`src/rtl/xor_stream_descrambler.sv`:
```
// Receive-side additive descrambler: XORs each accepted 32-bit word with a Galois LFSR keystream,
// registering the result behind a single valid/ready output stage.
module xor_stream_descrambler #(
    parameter int               WIDTH        = 32,
    parameter logic [WIDTH-1:0] POLY         = 32'h04C11DB7,
    parameter logic [WIDTH-1:0] SEED_DEFAULT = 32'hFFFFFFFF
) (
    input  logic             clk,
    input  logic             reset,
    input  logic             seed_load,
    input  logic [WIDTH-1:0] seed,
    input  logic             in_valid,
    output logic             in_ready,
    input  logic [WIDTH-1:0] in_data,
    output logic             out_valid,
    input  logic             out_ready,
    output logic [WIDTH-1:0] out_data,
    output logic [15:0]      word_count,
    output logic             synced
);

    typedef enum logic {
        WAIT_SEED = 1'b0,
        RUN       = 1'b1
    } state_t;

    state_t           state_q, state_d;
    logic [WIDTH-1:0] lfsr_q, lfsr_d;
    logic [WIDTH-1:0] out_data_q, out_data_d;
    logic             out_valid_q, out_valid_d;
    logic [15:0]      word_count_q, word_count_d;
    logic             accept;

    function automatic logic [WIDTH-1:0] lfsr_step(input logic [WIDTH-1:0] cur);
        logic [WIDTH-1:0] shifted;
        shifted = {cur[WIDTH-2:0], 1'b0};
        return cur[WIDTH-1] ? (shifted ^ POLY) : shifted;
    endfunction

    // A zero seed would lock the LFSR at zero forever, so it is replaced.
    function automatic logic [WIDTH-1:0] seed_fix(input logic [WIDTH-1:0] s);
        return (s == '0) ? SEED_DEFAULT : s;
    endfunction

    always_comb begin
        state_d      = state_q;
        lfsr_d       = lfsr_q;
        out_data_d   = out_data_q;
        out_valid_d  = out_valid_q;
        word_count_d = word_count_q;

        in_ready = (state_q == RUN) && !seed_load && (!out_valid_q || out_ready);
        accept   = in_valid && in_ready;

        if (seed_load) begin
            state_d      = RUN;
            lfsr_d       = seed_fix(seed);
            out_valid_d  = 1'b0;
            word_count_d = 16'd0;
        end else if (accept) begin
            out_data_d   = in_data ^ lfsr_q;
            out_valid_d  = 1'b1;
            lfsr_d       = lfsr_step(lfsr_q);
            word_count_d = word_count_q + 16'd1;
        end else if (out_ready) begin
            out_valid_d  = 1'b0;
        end
    end

    always_ff @(posedge clk or negedge reset) begin
        if (!reset) begin
            state_q      <= WAIT_SEED;
            lfsr_q       <= SEED_DEFAULT;
            out_data_q   <= '0;
            out_valid_q  <= 1'b0;
            word_count_q <= 16'd0;
        end else begin
            state_q      <= state_d;
            lfsr_q       <= lfsr_d;
            out_data_q   <= out_data_d;
            out_valid_q  <= out_valid_d;
            word_count_q <= word_count_d;
        end
    end

    assign out_valid  = out_valid_q;
    assign out_data   = out_data_q;
    assign word_count = word_count_q;
    assign synced     = (state_q == RUN);

    lfsr_nonzero_a : assert property (@(posedge clk) disable iff (!reset) lfsr_q != '0);

endmodule

```
`config.mk`:
```
export PLATFORM = sky130hd
export DESIGN_NAME = xor_stream_descrambler
export DESIGN_NICKNAME = d
export VERILOG_FILES = /design/src/rtl/xor_stream_descrambler.sv
export SDC_FILE = /design/constraint.sdc
export NUM_CORES = 1
export LEC_CHECK = 0
export ABC_CLOCK_PERIOD_IN_PS = 2600
export CAP_MARGIN = 10
export CORE_MARGIN = 5
export CORE_UTILIZATION = 49
export CTS_BUF_LIST = sky130_fd_sc_hd__clkbuf_8
export DETAILED_ROUTE_END_ITERATION = 8
export GPL_ROUTABILITY_DRIVEN = 0
export PLACE_DENSITY = 0.86
export SLEW_MARGIN = 20
export SYNTH_ARGS = -nofsm -noshare
export SYNTH_HDL_FRONTEND = slang
export SYNTH_SLANG_ARGS = --single-unit
```
`constraint.sdc`:
```
create_clock -name clk -period 2.6 [get_ports clk]
set_clock_uncertainty 0.05 [all_clocks]
set_input_delay 0.26 -clock clk [delete_from_list [all_inputs] [get_ports clk]]
set_output_delay 0.26 -clock clk [all_outputs]
set_load 0.01 [all_outputs]
```
==> flow_summary.ini, run 1 <==
[floorplan]
die_h_um = 101
floorplan.initialDensity_pct = 49.9
floorplan.io_pins = 120
std_cell_rows = 33
die_w_um = 101
core-area_um2 = 8130
die_area_um2 = 10200

[setup_path]
critical_path.startpoint = word_count[0]
worst_ep_arrival_time_ns = 2.25
ff2ff_setup_slack_ns = 0.55
r2r_cells = 5
r2r_end = word_count[14]
cp_data_required_time_ns = 2.80
destination_of_the_critical_timing_path = word_count[14]
path_max_fanout = 8
r2r-start = word_count[0]
crit_type = reg -> reg
endpoint_kind = register
worstSetupStartpointType = register

[power]
internal_power_mw = 2.33
sequential_share_of_power_pct = 50.0
power-per-cell-area_nw_per_um2 = 589
power.clock.fraction_pct = 26.0
netSwitchingFraction_pct = 28.3
p_switching_mw = 0.921
combPwrFrac_pct = 24.1
vdd_ir_drop_max_mv = 0.236
p_leak_nw = 2.18

[finish]
areaGrowthSynthToFinish_pct = 36.0
antenna-diode-count = 0
design.final.nets = 610
final_layout_size_suffix_gt1_share_pct = 11.2

[clocking]
clock-sinks = 82
ctsHoldBuffers = 0
postCtsSetupRepairBufs = 0
cts_htree_levels = 3
clkTransAtPathRegs_ns = 0.09
post_cts_resized = 0
clk_latency_ns = 0.34
tritoncts_buffer_count = 9
cts_tree = yes
max_buffers_root_to_sink = 2
clock_tree.root_cell = sky130_fd_sc_hd__clkbuf_8

[place]
io_buffer_count = 119
dp_hpwl_um = 7320

[sta]
timing.max_slew.rel_slack_pct = 36.4
rsz0062_at_grt = false
period_needed_ns = 2.05
period_share_pct = 78.7
setup_tns_ns = 0
timing.fmax_ghz = 0.489
final_hold_viol_count = 5
final-max-slew-violation-count = 0
actual_transition_at_the_worst_max_transition_pin_ns = 0.954
hold_ws_ns = -0.00240
timing.final.setup_violations = 0

[yosys]
synth.ff_latch_count = 82
fraction_of_the_yosys_area_taken_by_sequential_cells_pct = 51.6
synth_top_cells_by_area = sky130_fd_sc_hd__dfrtp_1 31%, sky130_fd_sc_hd__dfstp_2 21%, sky130_fd_sc_hd__nand2_1 9.3%
synthesis.area_per_instance_um2 = 9.33
yosys.cell_types.count = 33
synth_compound_gate_area_share_pct = 14.1
yosys.area_share.adder_pct = 0.308
yosysWarnings = 0
synth_cells = 435
synth.mux.area_fraction_pct = 0
post-synth-top-area-cell = sky130_fd_sc_hd__dfrtp_1
synth_fp_nets = 505
synth_xor_xnor_area_share_pct = 11.0
mappedNetlistArea_um2 = 4060
synth_top_family_by_area = simple AND/OR/NAND/NOR gates
post_synth_and_or_nand_nor_area_fraction_pct = 19.3
synth_top_cell_area_share_pct = 30.8

[global_route]
antenna_found_initial = 0
groute.usage.overall_pct = 20.6
grt_overflow = 0
grt_start_max_net_pins = 78
first_global_vias = 3482
grt_pass1_wl_um = 16800

[route]
route.detailed.drc = 0
drt_pass1_iterations = 4
route.detailed.wl_per_inst_um = 15.8
detail_route.vias_per_cell = 5.45
vias = 3544
detailedRoute.firstIterationViolations = 176
wl_um = 10200
drtAntennaViolNets = 0

[status]
violations = hold timing
outcome = finished with violations

[hold_path]
hold_class = in -> async

[job]
cap_violations = 0
## power groups by stage
stage / clock network, mW / logic (mW) / registers (mW)
after floorplan: 0 / 0.307 / 1.66
after global placement: 0 / 0.767 / 1.64
after detailed placement: 0 / 0.790 / 1.64
after CTS: 0.867 / 0.794 / 1.62
after global routing: 0.914 / 0.859 / 1.65
final: 0.843 / 0.782 / 1.62
## worst max-delay path: stages (launching register included)
cell	delay, ns
sky130_fd_sc_hd__dfrtp_1	0.43
sky130_fd_sc_hd__ha_1	0.19
sky130_fd_sc_hd__nand3_1	0.12
sky130_fd_sc_hd__or3_1	0.43
sky130_fd_sc_hd__or4_1	0.56
sky130_fd_sc_hd__a21oi_1	0.18
## layout by cell type, fill, tap and decap left out, types with 2 or more instances in the layout
| cell | count |
|---|---|
| sky130_fd_sc_hd__xnor2_1 | 37 |
| sky130_fd_sc_hd__xor2_1 | 14 |
| sky130_fd_sc_hd__dfstp_2 | 32 |
| sky130_fd_sc_hd__or3_1 | 4 |
| sky130_fd_sc_hd__or2_2 | 3 |
| sky130_fd_sc_hd__buf_4 | 6 |
| sky130_fd_sc_hd__inv_1 | 5 |
| sky130_fd_sc_hd__o21ai_0 | 37 |
| sky130_fd_sc_hd__clkdlybuf4s50_1 | 118 |
| sky130_fd_sc_hd__o31ai_1 | 4 |
| sky130_fd_sc_hd__clkbuf_8 | 11 |
| sky130_fd_sc_hd__clkinv_2 | 2 |
| sky130_fd_sc_hd__o41ai_1 | 2 |
| sky130_fd_sc_hd__nor4_1 | 11 |
| sky130_fd_sc_hd__a32oi_1 | 31 |
| sky130_fd_sc_hd__and3_1 | 2 |
| sky130_fd_sc_hd__o311ai_0 | 2 |
| sky130_fd_sc_hd__or4_1 | 4 |
| sky130_fd_sc_hd__nand2_1 | 101 |
| sky130_fd_sc_hd__nor2_1 | 38 |
| sky130_fd_sc_hd__dfrtp_1 | 50 |
| sky130_fd_sc_hd__nand3_1 | 3 |
| sky130_fd_sc_hd__buf_12 | 2 |
| sky130_fd_sc_hd__a21oi_1 | 6 |
| sky130_fd_sc_hd__nor2b_1 | 2 |
| sky130_fd_sc_hd__nand4_1 | 6 |
## worst min-delay path by stage
stage | start | endpoint | slack, ns | cells after the start
3_3_place_gp | reset | word_count[6] | 0.41 | 1
4_1_cts | reset | word_count[6] | 0.05 | 1
2_1_floorplan | reset | out_data[0] | -0.09 | 0
3_5_place_dp | reset | word_count[6] | 0.42 | 1
5_1_grt | reset | word_count[6] | 0.09 | 1
6_report | reset | word_count[6] | -0.002 | 1
## per-stage QoR
step	area (um2)	utilization [%]	power (mW)	std cells	setup slack, ns
global route	5520	67.9	3.42	650	0.447
finish	5520	67.9	3.25	650	0.554
floorplan	4060	-	1.97	435	0.708
CTS	5520	67.9	3.29	650	0.553
global placement	5340	65.6	2.40	634	0.288
detailed placement	5340	65.6	2.43	634	0.262
## logic make-up (layout without fill, tap and decap cells)
| family | count (synthesis) | count (layout) |
|---|---|---|
| buffers and inverters | 37 | 147 |
| AOI/OAI and AO/OA | 85 | 85 |
| xor gates and xnor gates | 51 | 51 |
| adders and majority gates | 1 | 1 |
| and+or+nand+nor | 179 | 179 |
| DFF | 82 | 82 |
## registers in the layout (all words and copies together), names as in the netlist
signal      count
lfsr_q         32
out_valid       1
out_data       32
synced          1
word_count     16
## area by class of cell
type / count / area [um2]
timing repair buffer: 126 / 1270
inverter: 5 / 18.8
multi-input combinational: 316 / 1830
clock inverter: 5 / 30.0
tap: 105 / 131
fill: 640 / 2620
sequential: 82 / 2090
clock buffer: 11 / 151
## layer usage
layer / GRT usage [%] / vias up / share of wire [%]
met5: 0 / - / 0
met4: 6.85 / 0 / 1.9
met3: 3.81 / 18 / 6.1
met2: 34.8 / 113 / 50
met1: 26.6 / 1699 / 42
li1: - / 1714 / -
## synth_stat cells (all sizes together)
master and number:
nand4 6, and4 1, a21oi 6, o311ai 2, inv 5, and3 2
nand2b 2, or3 4, xnor2 37, buf 5, a32oi 31, a22oi 1
clkbuf 27, nor2 38, nand2 101, ha 1, a31oi 1, xor2 14
nor2b 2, nand3 4, o41ai 2, or4 4, nor4 11, nor4b 1
dfstp 32, o21ai 37, o211ai 1, o31ai 4, dfrtp 50, or2 3
Power figures use the tool's default switching activity.
==> run 2, diff against run 1 <==
--- a/config.mk
+++ b/config.mk
@@ -5,7 +5,7 @@
 export SDC_FILE = /design/constraint.sdc
 export NUM_CORES = 1
 export LEC_CHECK = 0
-export ABC_CLOCK_PERIOD_IN_PS = 2600
+export ABC_CLOCK_PERIOD_IN_PS = 2000
 export CAP_MARGIN = 10
 export CORE_MARGIN = 5
 export CORE_UTILIZATION = 49
==> constraint.sdc (replaced) <==
create_clock -name clk -period 2 [get_ports clk]
set_clock_uncertainty 0.05 [all_clocks]
set_input_delay 0.2 -clock clk [delete_from_list [all_inputs] [get_ports clk]]
set_output_delay 0.2 -clock clk [all_outputs]
set_load 0.01 [all_outputs]
==> run 2 against run 1 <==
  * The flow now finishes without violations
  * Non-clock buffer count increased by 19
  * Global-route usage increased by 0.80 points
  * Utilization increased by 2.7 points
  * Clock power grew 57%
  * Largest cell class unchanged
==> flow_summary.ini, run 2 (synthesis results as in run 1) <==
[status]
outcome = finished clean

[setup_path]
cp_data_required_time_ns = 2.22
crit_type = reg -> reg
worstSetupStartpointType = register
cp_slowest_stage_delay_ns = 0.53
critical_path.startpoint = word_count[1]
r2r-start = word_count[1]
endpoint_kind = register
crit_path_cell_trace = ha_1, nand3_1, or3_1, or4_1, a21oi_1
timing.critical_path.buf_inv = 0
cp_top_family = simple AND/OR/NAND/NOR gates
cp_slowest_cell = sky130_fd_sc_hd__or4_1
path_max_fanout = 4
worst_ep_arrival_time_ns = 2.08

[global_route]
grt_overflow = 0
groute.usage.overall_pct = 21.4
first_global_vias = 3670
grt_start_max_net_pins = 55
grt_pass1_wl_um = 17600
antenna_found_initial = 0

[finish]
most_frequent_cells_in_the_layout = 117 x sky130_fd_sc_hd__clkdlybuf4s50_1, 101 x sky130_fd_sc_hd__nand2_1, 50 x sky130_fd_sc_hd__dfrtp_1
areaGrowthSynthToFinish_pct = 41.5
finalInstanceArea_um2 = 5740
final_layout_size_suffix_gt1_share_pct = 14.0
antenna-diode-count = 0
design.final.nets = 629
layout_commonest_cell = sky130_fd_sc_hd__clkdlybuf4s50_1
layout.core_utilization_pct = 70.6

[place]
dp_hpwl_um = 7750
postPlaceCellArea_um2 = 5510
io_buffer_count = 119
pre_cts_slack_ns = -0.221

[power]
power-per-cell-area_nw_per_um2 = 780
p_leak_nw = 2.32
total_power_mw = 4.48
vdd_ir_drop_max_mv = 0.362

[route]
route.detailed.drc = 0
wl_um = 10500
route.detailed.wl_per_inst_um = 15.7
drtAntennaViolNets = 0
detail_route.vias_per_cell = 5.47
vias = 3662
detailedRoute.firstIterationViolations = 153
drt_pass1_iterations = 4

[floorplan]
die_h_um = 101
die_area_um2 = 10200
std_cell_rows = 33
floorplan.io_pins = 120
die_w_um = 101
floorplan.initialDensity_pct = 49.9
core-area_um2 = 8130

[sta]
final_hold_viol_count = 0
timing.max_slew.rel_slack_pct = 61.3
period_share_pct = 93.1
timing.fmax_ghz = 0.537
actual_transition_at_the_worst_max_transition_pin_ns = 0.580
rsz0062_at_grt = false
finalWorstSetupSlack_ns = 0.138
timing.final.setup_violations = 0
period_needed_ns = 1.86
final-max-slew-violation-count = 0

[clocking]
cts_tree = yes
tritoncts_buffer_count = 9
clkTransAtPathRegs_ns = 0.08
cts_htree_levels = 3
clock-sinks = 82
clk_latency_ns = 0.35
clock_tree.root_cell = sky130_fd_sc_hd__clkbuf_8
max_buffers_root_to_sink = 2

[hold_path]
hold_class = in -> async

[job]
cap_violations = 0
-- run 2: changes by cell type in the layout (fill, tap and decap cells not counted), sizes merged --
cell and change:
buf +18, bufinv +2, clkbuf -1, clkdlybuf4s50 -1, clkinv -1, dlygate4sd3 +1
dlymetal6s2s +1
-- run 2: stage by stage --
step | TNS (ns) | instances | hold WS [ns]
finish | 0 | 669 | 0.326
detailed placement | -5.40 | 652 | 0.184
CTS | 0 | 669 | 0.339
global placement | -4.94 | 652 | 0.177
global route | 0 | 669 | 0.351
floorplan | 0 | 435 | -0.146
-- run 2: per-layer routing --
| layer | vias to the layer above | routed length, um | global-route usage [%] | part of all wire (%) |
|---|---|---|---|---|
| li1 | 1749 | - | - | - |
| met1 | 1785 | 4240 | 27.4 | 41 |
| met2 | 108 | 5430 | 35.9 | 52 |
| met3 | 20 | 587 | 3.94 | 5.6 |
| met4 | 0 | 211 | 8.08 | 2.0 |
| met5 | - | 0 | 0 | 0 |
-- run 2: path summary, 6_finish.rpt --
path                       cells after the start        endpoint  slack, ns
max                                            5  word_count[12]       0.14
min reg2reg                                    2    out_data[21]       0.43
min in group clk                               3      lfsr_q[14]       0.38
max reg2reg                                    5  word_count[12]       0.14
max in group asynchronous                      3      lfsr_q[16]       0.87
min                                            2   word_count[6]       0.33
-- run 2: cell type report --
class / instances / area, um2
fill: 623 / 2390
sequential: 82 / 2090
multi-input combinational: 316 / 1830
timing repair buffer: 145 / 1450
clock buffer: 10 / 138
tap: 105 / 131
clock inverter: 6 / 81.3
inverter: 5 / 18.8
-- run 2: worst reg2reg max path, cell delays in order, from the launching register on --
cell and delay, ns:
sky130_fd_sc_hd__dfrtp_1 0.40, sky130_fd_sc_hd__ha_1 0.19, sky130_fd_sc_hd__nand3_1 0.09, sky130_fd_sc_hd__or3_1 0.38
sky130_fd_sc_hd__or4_1 0.53, sky130_fd_sc_hd__a21oi_1 0.16
-- run 2: where the power goes --
group,internal (mW),switching (mW)
combinational,0.604,0.446
sequential,1.93,0.176
clock,0.729,0.590
-- run 2: timing repair --
item / in CTS / in global routing
resized for setup: 0 / 1
hold endpoints to repair: 22 / 0
setup endpoints to repair: 0 / 1
buffers inserted: 0 / 0
hold buffers: 1 / 0
==> run 3, diff against run 2 <==
--- a/config.mk
+++ b/config.mk
@@ -17,3 +17,4 @@
 export SYNTH_ARGS = -nofsm -noshare
 export SYNTH_HDL_FRONTEND = slang
 export SYNTH_SLANG_ARGS = --single-unit
+export TNS_END_PERCENT = 5
==> results of run 3 <==
The final DEF is identical to that of run 2; final timing and power are the same.
